File: config.mk
export PLATFORM = sky130hd
export DESIGN_NAME = pipeline_ctrl
export DESIGN_NICKNAME = d
export VERILOG_FILES = /design/src/rtl/pipeline_ctrl.sv
export SDC_FILE = /design/constraint.sdc
export NUM_CORES = 1
export LEC_CHECK = 0
export ABC_AREA = 1
export BUFFER_PORTS_ARGS = -buffer_cell sky130_fd_sc_hd__buf_2
export CORE_AREA = 2 2 78 80
export CTS_CLUSTER_SIZE = 25
export DETAILED_ROUTE_END_ITERATION = 7
export DIE_AREA = 0 0 80 82
export PLACE_DENSITY_LB_ADDON = 0.08
export SYNTH_ARGS = -nofsm -noshare
export SYNTH_HDL_FRONTEND = slang
export SYNTH_SLANG_ARGS = --single-unit
File: constraint.sdc
create_clock -name clk -period 2.1 [get_ports clk]
set_input_delay 0.21 -clock clk [delete_from_list [all_inputs] [get_ports clk]]
set_output_delay 0.21 -clock clk [all_outputs]
set_load 0.03 [all_outputs]
File: src/rtl/pipeline_ctrl.sv
// Purpose: sequencing controller for the LC-3b five-stage pipeline; drives latch
//          load/bubble strobes, holds memory handshakes, resolves load-use and branch.
// Latency: all strobes combinational from state/flags/inputs; state, flags, counters
//          update on the rising clk edge.
// Backpressure: whole pipe stalls until both the instruction and data memories have
//          responded; an early response is remembered in a sticky flag.
// Ports:
//   clk, reset                      clock, synchronous active-high reset
//   imem_resp / imem_read           instruction memory done pulse / fetch request
//   dmem_req, dmem_resp/dmem_enable data access requested, done pulse / MEM strobe gate
//   idex_mem_read, idex_dest        load in EX and its destination register
//   ifid_sr1/2, ifid_sr1/2_used     source registers decoded in ID and their use bits
//   branch_taken                    MEM-stage redirect
//   load_*, flush_*                 latch load enables and bubble inserts
//   stall_count, flush_count        saturating event counters
module pipeline_ctrl (
    input  logic        clk,
    input  logic        reset,
    input  logic        imem_resp,
    output logic        imem_read,
    input  logic        dmem_req,
    input  logic        dmem_resp,
    output logic        dmem_enable,
    input  logic        idex_mem_read,
    input  logic [2:0]  idex_dest,
    input  logic [2:0]  ifid_sr1,
    input  logic [2:0]  ifid_sr2,
    input  logic        ifid_sr1_used,
    input  logic        ifid_sr2_used,
    input  logic        branch_taken,
    output logic        load_pc,
    output logic        load_ifid,
    output logic        load_idex,
    output logic        load_exmem,
    output logic        load_memwb,
    output logic        flush_ifid,
    output logic        flush_idex,
    output logic        flush_exmem,
    output logic [15:0] stall_count,
    output logic [15:0] flush_count
);

    typedef enum logic {INIT, RUN} state_t;

    state_t      state_q, state_d;
    logic        imem_done_q, imem_done_d;
    logic        dmem_done_q, dmem_done_d;
    logic [15:0] stall_count_q, stall_count_d;
    logic [15:0] flush_count_q, flush_count_d;

    logic i_ok, d_ok, advance, hazard;

    // A response is accepted either live this cycle or from its sticky flag.
    assign i_ok    = imem_done_q | imem_resp;
    assign d_ok    = ~dmem_req | dmem_done_q | dmem_resp;
    assign advance = i_ok & d_ok;
    assign hazard  = idex_mem_read &
                     ((ifid_sr1_used & (ifid_sr1 == idex_dest)) |
                      (ifid_sr2_used & (ifid_sr2 == idex_dest)));

    always_comb begin
        state_d       = state_q;
        imem_done_d   = imem_done_q;
        dmem_done_d   = dmem_done_q;
        stall_count_d = stall_count_q;
        flush_count_d = flush_count_q;
        imem_read     = 1'b0;
        dmem_enable   = 1'b0;
        load_pc       = 1'b0;
        load_ifid     = 1'b0;
        load_idex     = 1'b0;
        load_exmem    = 1'b0;
        load_memwb    = 1'b0;
        flush_ifid    = 1'b0;
        flush_idex    = 1'b0;
        flush_exmem   = 1'b0;
        // Counters read as zero while reset is held, even before the first edge.
        stall_count   = reset ? 16'h0000 : stall_count_q;
        flush_count   = reset ? 16'h0000 : flush_count_q;

        if (!reset) begin
            case (state_q)
                INIT: begin
                    // Fill the three control latches with bubbles; PC stays put.
                    load_ifid   = 1'b1;
                    load_idex   = 1'b1;
                    load_exmem  = 1'b1;
                    load_memwb  = 1'b1;
                    flush_ifid  = 1'b1;
                    flush_idex  = 1'b1;
                    flush_exmem = 1'b1;
                    state_d     = RUN;
                end
                RUN: begin
                    imem_read   = ~imem_done_q;
                    dmem_enable = dmem_req & ~dmem_done_q;
                    if (advance) begin
                        imem_done_d = 1'b0;
                        dmem_done_d = 1'b0;
                        load_idex   = 1'b1;
                        load_exmem  = 1'b1;
                        load_memwb  = 1'b1;
                        if (branch_taken) begin
                            // Squash the three younger instructions.
                            load_pc     = 1'b1;
                            load_ifid   = 1'b1;
                            flush_ifid  = 1'b1;
                            flush_idex  = 1'b1;
                            flush_exmem = 1'b1;
                            if (flush_count_q != 16'hFFFF)
                                flush_count_d = flush_count_q + 16'd1;
                        end else if (hazard) begin
                            // Hold PC and ID for one cycle, bubble into EX.
                            flush_idex = 1'b1;
                        end else begin
                            load_pc   = 1'b1;
                            load_ifid = 1'b1;
                        end
                    end else begin
                        if (imem_resp)
                            imem_done_d = 1'b1;
                        // A data response with no request pending is stray; drop it.
                        if (dmem_resp & dmem_req)
                            dmem_done_d = 1'b1;
                        if (stall_count_q != 16'hFFFF)
                            stall_count_d = stall_count_q + 16'd1;
                    end
                end
                default: state_d = INIT;
            endcase
        end
    end

    always_ff @(posedge clk) begin
        if (reset) begin
            state_q       <= INIT;
            imem_done_q   <= 1'b0;
            dmem_done_q   <= 1'b0;
            stall_count_q <= 16'h0000;
            flush_count_q <= 16'h0000;
        end else begin
            state_q       <= state_d;
            imem_done_q   <= imem_done_d;
            dmem_done_q   <= dmem_done_d;
            stall_count_q <= stall_count_d;
            flush_count_q <= flush_count_d;
        end
    end

endmodule

==> results of run 1 <==
-- metrics by stage --
step / hold slack [ns] / area (µm²) / power, µW
5_1_grt: 0.2782 / 2795 / 1427
2_1_floorplan: 0.4163 / 2375 / 825.0
3_5_place_dp: 0.4918 / 2708 / 872.6
4_1_cts: 0.2561 / 2795 / 1383
6_report: 0.2541 / 2795 / 1373
3_3_place_gp: 0.4835 / 2708 / 870.9
-- Yosys cell counts --
cell type	number
dfxtp_1	35
nor2_4	3
nand2_2	2
nand2_4	1
nand2_1	124
buf_1	1
o211ai_1	1
buf_6	2
o21ai_0	7
xor2_1	15
a21oi_1	27
o22ai_1	1
clkbuf_1	6
inv_1	46
nand3_1	17
a21oi_2	3
xnor2_1	3
nor2_1	79
nor3_1	2
ha_1	2
o21ai_1	1
nor2_2	3
buf_4	5
inv_2	4
nand4_1	11
-- state kept, by name (all words and copies together) (netlist names) --
register and flops:
state_q 1, dmem_done_q 1, imem_done_q 1, stall_count_q 16, flush_count_q 16
-- worst min-delay path by stage --
stage                                  end              from  cells past startpoint  slack [ns]
final                          imem_done_q          dmem_req                      3        0.25
after global routing           imem_done_q          dmem_req                      3        0.28
after CTS                      imem_done_q          dmem_req                      3        0.26
after detailed placement  flush_count_q[6]  flush_count_q[6]                      2        0.49
after global placement    flush_count_q[8]  flush_count_q[8]                      2        0.48
after floorplan                imem_done_q          dmem_req                      2        0.42
-- metal layers --
layer | global-route usage (%) | up-vias | wire length, µm
met4 | 7.797 | 0 | 112
met1 | 22.64 | 1060 | 2696
met5 | 0 | - | 0
met3 | 3.077 | 9 | 217
met2 | 32.08 | 45 | 2755
li1 | - | 1346 | -
-- logic make-up after synthesis --
kind of cell             Yosys count  share of synthesized area (%)
adder cells (fa/ha/maj)            2                          1.054
XOR/XNOR                          18                          6.639
AO/OA/AOI/OAI                     40                          9.062
flip-flops                        35                          29.50
AND/OR/NAND/NOR                  242                          42.20
buffers and inverters             64                          11.54
-- worst max-delay path: cells and delay by family (launching register included) --
kind,cells,cell delay (ns)
buf+inv,3,0.39
simple gates,4,0.58
flops,1,0.37
-- cell type report --
cell class | instances | area, µm² | area share, %
clock buffers | 6 | 82.58 | 2.954
clock inverters | 1 | 5.005 | 0.1791
well taps | 75 | 93.84 | 3.357
flip-flops and latches | 35 | 700.7 | 25.07
multi-input cells | 302 | 1400 | 50.09
repair buffers | 63 | 325.3 | 11.64
inverters | 50 | 187.7 | 6.714
-- report_power, final --
part | total (µW) | leakage, µW | internal, µW | switching, µW
Clock | 519 | 0.0000470 | 258 | 261
Sequential | 681 | 0.000283 | 671 | 9.24
Combinational | 174 | 0.000880 | 53.3 | 121
Total | 1370 | 0.00121 | 982 | 391
==> flow_summary.toml, run 1 <==
[setup_path]
cpMostUsedCell = "nand2_1"
rr_endpoint = "stall_count_q[1]"
critPathCaptureType = "output port"
start_kind = "flip-flop"
reg2reg_depth = 9
worstReg2RegStart = "stall_count_q[0]"
setup.worst_path.start = "imem_done_q"
critical_path_required_ns = 1.89
worstSetupPathType = "flip-flop to output port"
reg2reg_slack_ns = 0.33
worstPathArrival_ns = 1.64
crit_fanout = 5
crit_path_top_delay_cell = "dfxtp_1"
crit_chain = "inv_1 -> nand2_1 -> nand2_1 -> nand2_1 -> inv_1 -> nor2_1 -> buf_2"
slowest_delay_ns = 0.37
endpoint = "load_memwb"

[timing]
slew_violations = 0
tightest_slew_ns = 0.4058
setup_tns_ns = 0
finalCritPeriodShare_pct = 88.00
finalCriticalPeriod_ns = 1.848
rsz0062_at_grt = "no"
slew_headroom_pct = 72.88
max_freq_mhz = 541.1
hold_violations = 0
fin_worst_skew_ns = 0.01043
final-setup-viol-count = 0
fin_ws_ns = 0.2519

[pwr]
ir_worst_vdd_uv = 212.3
leakage_uw = 0.001210
p_per_area_nw_per_um2 = 491.4

[synthesis]
synth_warnings = 0
synth-seq-cells = 35
yosys.area.top_type_share_pct = 29.50
yosysUniqueCellTypes = 25
synthesis.nets = 421
synth_top_cells_by_area = "dfxtp_1 (30%), nand2_1 (20%), nor2_1 (12%)"
syn_area_um2 = 2375
avgSynthCellArea_um2 = 5.922
synth.largest_area_cell = "dfxtp_1"
ys_seq_area_share_pct = 29.50
synthCells = 401

[die]
core_um2 = 5746
fp.dieH_um = 82
die_area_um2 = 6560
start_util_pct = 41.33
num_rows = 28
io_pins = 60
fp.dieW_um = 80

[drt]
routed-via-count = 2460
wl_per_cell_um = 10.87
ant_nets = 0
wirelength_mm = 5.781
dr.pass1.iters = 4
vias_per_cell = 4.624
drc = 0
drt_iter0_markers = 84

[finish]
utilization_pct = 48.65
num-fill-cells = 641
instances_no_fill = 532
final_nets = 477
antenna_cells = 0
drive_gt1_share_pct = 18.82
final_common_cell = "nand2_1"
most-common-layout-cells = "nand2_1 (124), nor2_1 (79), buf_2 (59)"
area_growth_syn_to_layout_pct = 17.70

[clock_tree]
clkLatencyLatePin_ns = 0.30
cts_tree = "yes"
cts_buffers = 5
post_cts_resized = 0
worst_setup_hold_path_clk_slew_ns = 0.08
cts_root_buf = "clkbuf_8"
cts_setup_buffers = 0
cts_sinks = 35
htree_num_levels = 2
clockBufferDepth = 2
cts-hold-fix-buffers = 0

[worst_hold_path]
min_path_type = "input port to flip-flop"

[grt]
antenna_found_initial = 0
grt_first_pass_wirelength_mm = 9.549
first_global_vias = 2157
grt_use_total_pct = 18.48
grt_max_degree = 24
grt_remaining_overflow = 0

[status]
status = "finished clean"

[placed_design]
place_ws_ns = 0.3444
place.gp.congestion = 0.8944
io_buffers = 59
place_hpwl_mm = 4.393
placed_cells = 525

[flow_run]
drv_cap = 0
(Power assumes the default switching activity.)
==> run 2: changes to the inputs <==
--- a/config.mk
+++ b/config.mk
@@ -11,7 +11,9 @@
 export CTS_CLUSTER_SIZE = 25
 export DETAILED_ROUTE_END_ITERATION = 7
 export DIE_AREA = 0 0 80 82
-export PLACE_DENSITY_LB_ADDON = 0.08
+export MAX_ROUTING_LAYER = met4
+export PLACE_DENSITY = 0.65
+export SKIP_LAST_GASP = 1
 export SYNTH_ARGS = -nofsm -noshare
 export SYNTH_HDL_FRONTEND = slang
 export SYNTH_SLANG_ARGS = --single-unit
==> flow_summary.toml, run 2 (synthesis gave the netlist of run 1 again) <==
[setup_path]
start_kind = "flip-flop"
worstSetupPathType = "flip-flop to output port"
crit_path_top_delay_cell = "dfxtp_1"
slowest_delay_ns = 0.30
critPathBufInv = 3
cpMostUsedCell = "inv_1"
worstPathArrival_ns = 1.57
crit_chain = "inv_1 -> nand3_1 -> nand2_1 -> nor2_1 -> o21ai_0 -> inv_1 -> buf_2"
crit_fanout = 5
critPathCaptureType = "output port"
critical_path_required_ns = 1.89
crit_family = "buffers and inverters"

[placed_design]
place_hpwl_mm = 4.182
placed_cells = 524
place.gp.congestion = 0.9178
io_buffers = 59
place_ws_ns = 0.3504
placed_cell_area_um2 = 2713

[die]
num_rows = 28
fp.dieH_um = 82
start_util_pct = 41.33
fp.dieW_um = 80
die_area_um2 = 6560
io_pins = 60
core_um2 = 5746

[drt]
wirelength_mm = 5.607
ant_nets = 0
vias_per_cell = 4.708
drt_iter0_markers = 115
drc = 0
routed-via-count = 2495
dr.pass1.iters = 4
wl_per_cell_um = 10.58

[pwr]
ir_worst_vdd_uv = 323.2
p_total_uw = 1312
p_per_area_nw_per_um2 = 471.0
leakage_uw = 0.001200

[worst_hold_path]
min_path_type = "input port to flip-flop"

[timing]
max_freq_mhz = 562.8
rsz0062_at_grt = "no"
final-setup-viol-count = 0
tightest_slew_ns = 0.4109
fin_ws_ns = 0.3232
hold_violations = 0
finalCritPeriodShare_pct = 84.61
fin_worst_skew_ns = 0.006494
slew_violations = 0
setup_tns_ns = 0
slew_headroom_pct = 72.54
finalCriticalPeriod_ns = 1.777

[clock_tree]
htree_num_levels = 2
cts_tree = "yes"
cts_buffers = 5
post_cts_resized = 0
cts_setup_buffers = 0
cts_sinks = 35
worst_setup_hold_path_clk_slew_ns = 0.07
clockBufferDepth = 2
cts-hold-fix-buffers = 0
cts_root_buf = "clkbuf_8"
clkLatencyLatePin_ns = 0.28

[grt]
grt_first_pass_wirelength_mm = 9.135
antenna_found_initial = 0
grt_max_degree = 59
grt_remaining_overflow = 0
first_global_vias = 2108
grt_use_total_pct = 18.06

[finish]
reg.largest.list = "flush_count_q x16, stall_count_q x16"
final_nets = 476
area_growth_syn_to_layout_pct = 17.28
stdcell_area_um2 = 2785
most-common-layout-cells = "nand2_1 (124), nor2_1 (79), buf_2 (59)"
drive_gt1_share_pct = 18.24
final_common_cell = "nand2_1"
antenna_cells = 0
instances_no_fill = 530

[status]
status = "finished clean"

[flow_run]
drv_cap = 0
## run 2: changes by cell type in the layout (fill, tap and decap cells not counted), sizes merged
cell,change
buf,-1
clkinv,-1
## run 2: path summary, 6_finish.rpt
path / startpoint / endpoint / slack [ns] / cells past startpoint
max: dmem_done_q / flush_ifid / 0.32 / 7
min: dmem_req / imem_done_q / 0.28 / 3
max reg2reg: stall_count_q[0] / stall_count_q[1] / 0.33 / 9
min reg2reg: flush_count_q[8] / flush_count_q[8] / 0.50 / 2
## run 2: report_power, final
part	internal [µW]	total (µW)	switching [µW]
registers	672	681	9.19
clock network	221	455	233
logic	54.7	176	122
## run 2: cell type report
class	instances	area, µm²
Inverter	50	187.7
Multi-Input combinational cell	302	1400
Tap cell	75	93.84
Clock buffer	6	72.57
Fill cell	638	2960
Timing Repair Buffer	62	330.3
Sequential cell	35	700.7
## run 2: per-layer routing
layer | part of all wire [%] | vias up | track usage [%] | wire length (µm)
li1 | - | 1343 | - | -
met4 | 1.3 | 0 | 6.102 | 74
met5 | 0 | - | - | 0
met1 | 49 | 1095 | 22.47 | 2770
met2 | 45 | 50 | 29.42 | 2545
met3 | 3.9 | 7 | 3.626 | 216
## run 2: metrics by stage
step           hold WS (ns)  utilization (%)
2_1_floorplan        0.4163                -
3_3_place_gp         0.4842            47.21
3_5_place_dp         0.4883            47.21
4_1_cts              0.2654            48.48
5_1_grt              0.2905            48.48
6_report             0.2784            48.48
## run 2: worst register-to-register path, delay by kind of cell, from the launching register on
| kind | cells | cell delay, ns |
|---|---|---|
| AND/OR/NAND/NOR | 7 | 0.86 |
| buffers and inverters | 1 | 0.20 |
| flip-flops | 1 | 0.36 |
| adder cells (fa/ha/maj) | 1 | 0.26 |
==> run 3: changes to the inputs <==
--- a/config.mk
+++ b/config.mk
@@ -5,14 +5,14 @@
 export SDC_FILE = /design/constraint.sdc
 export NUM_CORES = 1
 export LEC_CHECK = 0
-export ABC_AREA = 1
+export ABC_AREA = 0
 export BUFFER_PORTS_ARGS = -buffer_cell sky130_fd_sc_hd__buf_2
-export CORE_AREA = 2 2 78 80
+export CORE_AREA = 2 2 75 77
 export CTS_CLUSTER_SIZE = 25
 export DETAILED_ROUTE_END_ITERATION = 7
-export DIE_AREA = 0 0 80 82
+export DIE_AREA = 0 0 77 79
 export MAX_ROUTING_LAYER = met4
-export PLACE_DENSITY = 0.65
+export PLACE_DENSITY = 0.66
 export SKIP_LAST_GASP = 1
 export SYNTH_ARGS = -nofsm -noshare
 export SYNTH_HDL_FRONTEND = slang
==> constraint.sdc (replaced) <==
create_clock -name clk -period 1.7 [get_ports clk]
set_input_delay 0.17 -clock clk [delete_from_list [all_inputs] [get_ports clk]]
set_output_delay 0.17 -clock clk [all_outputs]
set_load 0.03 [all_outputs]
==> flow_summary.toml, run 3 <==
[die]
io_pins = 60
die_area_um2 = 6083
fp.dieW_um = 77
fp.dieH_um = 79
core_um2 = 5338
start_util_pct = 41.23
num_rows = 27

[synthesis]
ys_seq_area_share_pct = 31.84
synth_top_cells_by_area = "dfxtp_1 (32%), nor2b_1 (9.1%), mux2_2 (8.2%)"
synth.largest_area_cell = "dfxtp_1"
ys.flop_type = "dfxtp_1"
synth-seq-cells = 35
synth_warnings = 0
synthesis.nets = 282
yosys.area.top_type_share_pct = 31.84
async_flop_share_pct = 0
synth_edf_count = 0
yosysUniqueCellTypes = 53
syn_area_um2 = 2201
synthCells = 262
yosysMostFrequentCell = "dfxtp_1"
avgSynthCellArea_um2 = 8.400
synthTopCellsByCount = "dfxtp_1 (35), nor2b_1 (32), nor2_1 (24), mux2_2 (16), nand2_1 (15)"

[setup_path]
critical_path_required_ns = 1.88
crit_fanout = 6
worstPathArrival_ns = 1.88
start_kind = "flip-flop"
worstSetupPathType = "flip-flop to flip-flop"
critPathCaptureType = "flip-flop"

[grt]
grt_first_pass_wirelength_mm = 9.121
grt_util_met3_pct = 3.750
grt_util_met2_pct = 32.63
grt_util_met1_pct = 21.74
busiest_layer = "met2"
grt_remaining_overflow = 0
grt_max_degree = 67
grt_use_total_pct = 18.46
first_global_vias = 2072
antenna_found_initial = 0

[clock_tree]
cts_root_buf = "clkbuf_8"
cts-hold-fix-buffers = 0
cts_sinks = 35
clockBufferDepth = 2
clkLatencyLatePin_ns = 0.29
cts_buffers = 5
worst_setup_hold_path_clk_slew_ns = 0.07
htree_num_levels = 2
cts_tree = "yes"

[finish]
reg.largest.list = "flush_count_q x16, stall_count_q x16"
most-common-layout-cells = "buf_2 (54), buf_4 (47), nor2b_1 (32)"
final_nets = 381
antenna_cells = 0
final_common_cell = "buf_2"
instances_no_fill = 434
area_growth_syn_to_layout_pct = 45.08
drive_gt1_share_pct = 47.51
stdcell_area_um2 = 3193

[pwr]
ir_worst_vdd_uv = 425.9
p_per_area_nw_per_um2 = 590.1
p_total_uw = 1884
leakage_uw = 0.001315

[timing]
hold_violations = 0
slew_headroom_pct = 61.14
fin_worst_skew_ns = 0.007123
holdWs_ns = 0.1392
fin_ws_ns = 0.004643
max_freq_mhz = 589.8
final-setup-viol-count = 0
finalCriticalPeriod_ns = 1.695
rsz0062_at_grt = "yes"
finalCritPeriodShare_pct = 99.73
slew_violations = 0
tightest_slew_ns = 0.5777

[placed_design]
place_hpwl_mm = 3.924
place_ws_ns = 0.002208
io_buffers = 59
placed_cell_area_um2 = 2804
placed_cells = 415
place.gp.congestion = 0.7953

[flow_run]
drv_cap = 0

[drt]
wl_per_cell_um = 13.34
drc = 0
vias_per_cell = 5.318
routed-via-count = 2308
wirelength_mm = 5.790
drt_iter0_markers = 82
dr.pass1.iters = 4
ant_nets = 0

[worst_hold_path]
min_path_type = "input port to flip-flop"

[status]
status = "finished clean"
-- run 3: kinds of logic (layout without fill, tap and decap cells) --
group	Yosys count	in the layout	share of synthesized area [%]
flops	35	35	31.84
fa+ha+maj	2	2	1.137
xor+xnor	6	6	2.388
buf+inv	20	120	4.434
mux	18	18	9.153
compound gates	46	46	15.24
simple gates	135	135	35.82
-- run 3: final cells by class --
type | instances | area [µm²]
clock buffers | 6 | 82.58
clock inverters | 2 | 35.03
fillers | 481 | 2145
inverters | 6 | 22.52
multi-input cells | 207 | 1555
flip-flops and latches | 35 | 710.7
well taps | 72 | 90.09
repair buffers | 106 | 696.9
-- run 3: per-stage QoR --
step / TNS [ns] / utilization, %
floorplan: -0.03185 / -
global placement: 0 / 52.53
detailed placement: 0 / 52.53
CTS: -0.01698 / 55.23
global route: -0.5772 / 59.82
finish: 0 / 59.82
-- run 3: worst paths after layout --
check,endpoint,slack (ns),from,depth (start not counted)
setup / recovery,flush_count_q[13],0.005,dmem_done_q,6
hold / removal,state_q,0.14,reset,2
setup reg to reg,flush_count_q[13],0.005,dmem_done_q,6
hold reg to reg,flush_count_q[6],0.51,flush_count_q[6],1
-- run 3: power by group --
group | internal [µW] | total (µW) | leakage [µW] | switching (µW)
sequential | 828 | 836 | 0.000285 | 7.92
clock | 474 | 778 | 0.0000612 | 304
combinational | 113 | 270 | 0.000968 | 156
-- run 3: critical path, stage by stage, from the launching register on --
cell and delay (ns):
dfxtp_1 0.32, buf_4 0.13, or3b_1 0.51, nand4b_1 0.16
buf_4 0.15, nor3_1 0.06, mux2_2 0.26
-- run 3: what timing repair did --
action | 4_1_cts | 5_1_grt
setup endpoints to repair | 8 | 32
pin swaps | 1 | 8
gates resized for setup | 6 | 38
setup buffers | 1 | 10
-- run 3: layer usage --
layer	up-vias	wire length, µm
li1	1172	-
met1	1072	2532
met2	54	2921
met3	10	260
met4	0	74
met5	-	0
